**src/rtl/eth_tx_arbiter.sv**
```systemverilog
// Two-source round-robin frame scheduler for the UDP/IP/Ethernet transmit path.
// Optional per-source frame and length-error counters under ETH_TX_ARB_STATS_EN.
module eth_tx_arbiter #(
    parameter int unsigned IFG_CYCLES = 12,
    parameter int unsigned MAX_LEN    = 1472
) (
    input  logic        s_axis_aclk,
    input  logic        rst,
    input  logic        s0_req,
    input  logic        s1_req,
    input  logic [15:0] s0_len,
    input  logic [15:0] s1_len,
    input  logic [15:0] s0_dst_port,
    input  logic [15:0] s1_dst_port,
    output logic        s0_grant,
    output logic        s1_grant,
    input  logic [7:0]  s0_tdata,
    input  logic [7:0]  s1_tdata,
    input  logic        s0_tvalid,
    input  logic        s1_tvalid,
    input  logic        s0_tlast,
    input  logic        s1_tlast,
    input  logic        s0_tuser,
    input  logic        s1_tuser,
    output logic        s0_tready,
    output logic        s1_tready,
    output logic [7:0]  m_axis_tdata,
    output logic        m_axis_tvalid,
    output logic        m_axis_tlast,
    output logic        m_axis_tuser,
    input  logic        m_axis_tready,
    output logic [15:0] UDP_DestPort,
    output logic [15:0] UDP_TotLen,
    output logic [15:0] IP_TotLen,
`ifdef ETH_TX_ARB_STATS_EN
    output logic [31:0] frame_cnt0,
    output logic [31:0] frame_cnt1,
    output logic [15:0] err_cnt,
`endif
    output logic        busy,
    output logic        len_err
);

    localparam logic [1:0] ST_IDLE  = 2'd0;
    localparam logic [1:0] ST_GRANT = 2'd1;
    localparam logic [1:0] ST_SEND  = 2'd2;
    localparam logic [1:0] ST_GAP   = 2'd3;

    logic [1:0]  state;
    logic        sel;
    logic        rr_ptr;
    logic [15:0] gap_cnt;
    logic [15:0] cur_len;
    logic [15:0] cur_dst;
    logic        len_ok;
    logic        last_hs;

    assign cur_len = sel ? s1_len : s0_len;
    assign cur_dst = sel ? s1_dst_port : s0_dst_port;
    assign len_ok  = (cur_len != 16'd0) && (cur_len <= 16'(MAX_LEN));
    assign last_hs = m_axis_tvalid && m_axis_tready && m_axis_tlast;

    always_ff @(posedge s_axis_aclk or posedge rst) begin
        if (rst) begin
            state        <= ST_IDLE;
            sel          <= 1'b0;
            rr_ptr       <= 1'b0;
            gap_cnt      <= '0;
            UDP_DestPort <= '0;
            UDP_TotLen   <= '0;
            IP_TotLen    <= '0;
        end else begin
            case (state)
                ST_IDLE: begin
                    if (s0_req || s1_req) begin
                        sel   <= (s0_req && s1_req) ? rr_ptr : s1_req;
                        state <= ST_GRANT;
                    end
                end
                ST_GRANT: begin
                    if (len_ok) begin
                        UDP_DestPort <= cur_dst;
                        UDP_TotLen   <= cur_len + 16'd8;
                        IP_TotLen    <= cur_len + 16'd28;
                        state        <= ST_SEND;
                    end else begin
                        // Rejected requester loses its turn so the other side is not starved.
                        rr_ptr <= ~sel;
                        state  <= ST_IDLE;
                    end
                end
                ST_SEND: begin
                    if (last_hs) begin
                        rr_ptr <= ~sel;
                        if (IFG_CYCLES == 0) begin
                            state <= ST_IDLE;
                        end else begin
                            gap_cnt <= 16'(IFG_CYCLES - 1);
                            state   <= ST_GAP;
                        end
                    end
                end
                ST_GAP: begin
                    if (gap_cnt == 16'd0) begin
                        state <= ST_IDLE;
                    end else begin
                        gap_cnt <= gap_cnt - 16'd1;
                    end
                end
                default: state <= ST_IDLE;
            endcase
        end
    end

    always_comb begin
        s0_grant      = 1'b0;
        s1_grant      = 1'b0;
        len_err       = 1'b0;
        s0_tready     = 1'b0;
        s1_tready     = 1'b0;
        m_axis_tdata  = '0;
        m_axis_tvalid = 1'b0;
        m_axis_tlast  = 1'b0;
        m_axis_tuser  = 1'b0;
        busy          = (state != ST_IDLE);
        if (state == ST_GRANT) begin
            s0_grant = ~sel;
            s1_grant = sel;
            len_err  = ~len_ok;
        end
        if (state == ST_SEND) begin
            if (sel) begin
                m_axis_tdata  = s1_tdata;
                m_axis_tvalid = s1_tvalid;
                m_axis_tlast  = s1_tlast;
                m_axis_tuser  = s1_tuser;
                s1_tready     = m_axis_tready;
            end else begin
                m_axis_tdata  = s0_tdata;
                m_axis_tvalid = s0_tvalid;
                m_axis_tlast  = s0_tlast;
                m_axis_tuser  = s0_tuser;
                s0_tready     = m_axis_tready;
            end
        end
    end

`ifdef ETH_TX_ARB_STATS_EN
    always_ff @(posedge s_axis_aclk or posedge rst) begin
        if (rst) begin
            frame_cnt0 <= '0;
            frame_cnt1 <= '0;
            err_cnt    <= '0;
        end else begin
            if (state == ST_SEND && last_hs) begin
                if (sel) begin
                    frame_cnt1 <= frame_cnt1 + 32'd1;
                end else begin
                    frame_cnt0 <= frame_cnt0 + 32'd1;
                end
            end
            if (len_err && err_cnt != 16'hFFFF) begin
                err_cnt <= err_cnt + 16'd1;
            end
        end
    end
`endif

endmodule

```
**config.mk**
```make
export PLATFORM = sky130hd
export DESIGN_NAME = eth_tx_arbiter
export DESIGN_NICKNAME = d
export VERILOG_FILES = /design/src/rtl/eth_tx_arbiter.sv
export SDC_FILE = /design/constraint.sdc
export NUM_CORES = 1
export LEC_CHECK = 0
export ABC_AREA = 0
export BUFFER_PORTS_ARGS = -buffer_cell sky130_fd_sc_hd__buf_2
export CORE_AREA = 5 5 91 93
export CTS_BUF_LIST = sky130_fd_sc_hd__clkbuf_16
export CTS_CLUSTER_SIZE = 8
export DETAILED_ROUTE_END_ITERATION = 7
export DIE_AREA = 0 0 96 98
export GPL_ROUTABILITY_DRIVEN = 0
export GPL_TIMING_DRIVEN = 0
export PLACE_DENSITY = 0.87
export SYNTH_ARGS = -nofsm -noshare
export SYNTH_HDL_FRONTEND = slang
export SYNTH_SLANG_ARGS = --single-unit
```
**constraint.sdc**
```tcl
create_clock -name s_axis_aclk -period 4.85 [get_ports s_axis_aclk]
set_input_delay 0.7275 -clock s_axis_aclk [delete_from_list [all_inputs] [get_ports s_axis_aclk]]
set_output_delay 0.7275 -clock s_axis_aclk [all_outputs]
set_load 0.01 [all_outputs]
```
==> results by group <==
Global route
  – Largest net degree at the start of global routing: 40
  – GRT met3 Usage: 0.04006
  – Initial antenna violation count: 0
  – GRT Max-Usage Layer: met2
  – Vias in the first global route: between 3,000 and 4,000
  – Gr usage total: 0.2102
  – Global-route wire length before repair: approximately 16,000 um
  – Total gr overflow: 0
  – Met2 usage: 0.3590
  – Grt met1 use: 0.2611

Setup path
  – Kind of start point of the critical path: flop
  – WS Path Type: reg2out
  – Worst r2r src: sel$_DFFE_PP0P_
  – Critical path capture point type: primary output
  – Worst Path Required: 4.12 ns
  – CP arrival: 3.10 ns
  – CP startpoint: sel$_DFFE_PP0P_
  – Critical-path maximum fanout: 10
  – Worst Reg2Reg Path Length in Cells: 12

Timing
  – Final hold violation count: 0
  – Slew Viols, Final: 0
  – Total negative slack: 0 ns
  – Slew HR: 0.4337
  – Final min period: 3.823 ns
  – Final period util: 0.7882
  – Final setup violation count: 0
  – RSZ-0062 raised after global routing: no
  – Maximum clock rate: between 200 and 300 MHz
  – Worst Tran Pin Value: 0.8482 ns
  – Clock Skew: 0.005285 ns

Clock tree
  – Cts hold-fix bufs: 0
  – Worst-path clk slew: roughly 0.060 ns
  – H-tree depth: 3
  – Clk sink count: 66
  – Clock Latency Late Sink: between 0.3 and 0.4 ns
  – Clk buf depth: 2
  – CTS tree: built
  – CTS root buf: clkbuf_16
  – Post-CTS setup buffers: 0
  – Clock buffer count from CTS: 9
  – Cts repair resizes: 0

Synthesis
  – Async set-reset flop share out of synthesis: 1.000
  – Post-synth top area share: 0.4318
  – Register area share after synthesis: 0.4318
  – Syn Inst Count: 342
  – Average size of a mapped cell: roughly 11 um2
  – Post-Syn Nets: 440
  – Post-synth EDFFs: 0
  – Synth top area cells: dfrtp_1 43%, mux2_2 11%, mux2_4 6.7%
  – Count of different cell masters after synthesis: 53
  – Synth area leader: dfrtp_1
  – #FFs+latches synth: 66
  – Top cells by count, synth: 66 x dfrtp_1, 36 x mux2_2, 36 x nor2_1, 22 x mux2i_1, 17 x mux2_4
  – Synthesized cell area: 3825 um2
  – Yosys warning count: 0
  – Count leader, synth: dfrtp_1
  – Primary FF master, synth: dfrtp_1

Floorplanning
  – Initial Util: 0.5136
  – Top Ports: 156
  – Core area: 7447 um2
  – Die H: 98 um
  – Die outline width: 96 um
  – Full die area: 9408 um2
  – Rows: 32

Route
  – Detailed-route via count: 3,282
  – Drt initial violations: 131
  – Total Wirelength: ~9800 um
  – DR vias/cell: 5.328
  – Drt drc: 0
  – Final ANT Viol Nets: 0
  – First-pass DRT Iterations: 4
  – Wire length per cell: roughly 16 um

Status
  – Outcome: completed

Pwr
  – Leak: about 0.0027 uW
  – VDD IR-drop max: about 0.24 mV
  – Cell area power density: roughly 410 nW/um2
  – Overall Power: 2087 uW

Worst hold path
  – Worst hold path class: reg2reg
  – Min-Delay Path Depth: 1
  – Hold Crit Start: IP_TotLen[13]$_DFFE_PP0P_

Finish
  – Area Growth Syn to Fin: 32.48%
  – Layout cells sized above 1: 0.4728
  – Nets: between 600 and 700
  – Fillers: about 550
  – Antenna cell count: 0

Placement
  – IO Port Bufs: about 160
  – Post-DP HPWL: 7448 um

Job
  – Max-cap violations: 0
path summary, 6_finish.rpt:
kind	end	slack (ns)
min in group asynchronous	UDP_TotLen[15]$_DFFE_PP0P_	0.57
max reg2reg	UDP_DestPort[6]$_DFFE_PP0P_	1.22
min	IP_TotLen[13]$_DFFE_PP0P_	0.48
max	len_err	1.03
max in group asynchronous	UDP_DestPort[5]$_DFFE_PP0P_	3.64
min reg2reg	IP_TotLen[13]$_DFFE_PP0P_	0.48
layout make-up:
cell class                      count  area (um2)  area share
Clock inverter                      7       93.84     0.01852
Inverter                           12       47.55    0.009383
Timing Repair Buffer              156       795.8      0.1570
Multi-Input combinational cell    246        2003      0.3953
Buffer                             18       122.6     0.02420
Tap cell                          102       127.6     0.02519
Sequential cell                    66        1652      0.3259
Clock buffer                        9       225.2     0.04444
cell usage in the layout (no fill, tap or decap), types with 4 or more instances in the layout:
| cell type | count |
|---|---|
| a21oi_1 | 7 |
| and2_1 | 11 |
| and3_1 | 4 |
| buf_2 | 157 |
| buf_6 | 4 |
| clkbuf_1 | 7 |
| clkbuf_16 | 9 |
| dfrtp_1 | 66 |
| ha_1 | 7 |
| inv_1 | 10 |
| mux2_2 | 36 |
| mux2_4 | 17 |
| mux2i_1 | 22 |
| nand2_1 | 14 |
| nand2b_1 | 4 |
| nand3_1 | 6 |
| nor2_1 | 36 |
| nor3_1 | 8 |
| o21ai_0 | 6 |
| or3_1 | 4 |
| xnor2_1 | 14 |
| xor2_1 | 11 |
kinds of logic after synthesis:
group,synth area share
DFF,0.4318
xor gates and xnor gates,0.05725
muxes,0.2362
and+or+nand+nor,0.1479
buffers and inverters,0.04449
adders and majority gates,0.02290
AOI/OAI and AO/OA,0.05954
stage by stage:
step	util	hold WS, ns	cells	setup slack (ns)	area (um2)
6_report	0.6804	0.4767	616	1.027	5067
2_1_floorplan	-	0.4496	342	1.806	3825
3_5_place_dp	0.6376	0.4660	600	1.329	4748
5_1_grt	0.6804	0.4890	616	0.8861	5067
4_1_cts	0.6804	0.4830	616	1.048	5067
3_3_place_gp	0.6349	0.4657	599	1.455	4728
sequential cells by signal, indices dropped and copies added (netlist names), named ones only:
signal,flops
UDP_DestPort,16
UDP_TotLen,16
gap_cnt,16
IP_TotLen,14
rr_ptr,1
sel,1
state,1
layer usage:
layer | vias to the layer above | wire (um)
met3 | 20 | 742
li1 | 1542 | -
met5 | - | 0
met4 | 0 | 206
met1 | 1564 | 4073
met2 | 156 | 4779
worst max-delay path: stages, from the launching register on:
cell,delay (ns)
dfrtp_1,0.36
buf_6,0.16
buf_8,0.17
buf_4,0.22
mux2i_1,0.61
ha_1,0.31
nand2b_1,0.07
o22ai_1,0.22
mux2_4,0.35
nor2_1,0.11
nor2_1,0.04
buf_2,0.14
where the power goes:
part           internal [uW]  switching, uW  total [uW]
sequential               635           83.4         718
combinational            302            380         681
clock                    448            238         687
Power figures use the tool's default switching activity.
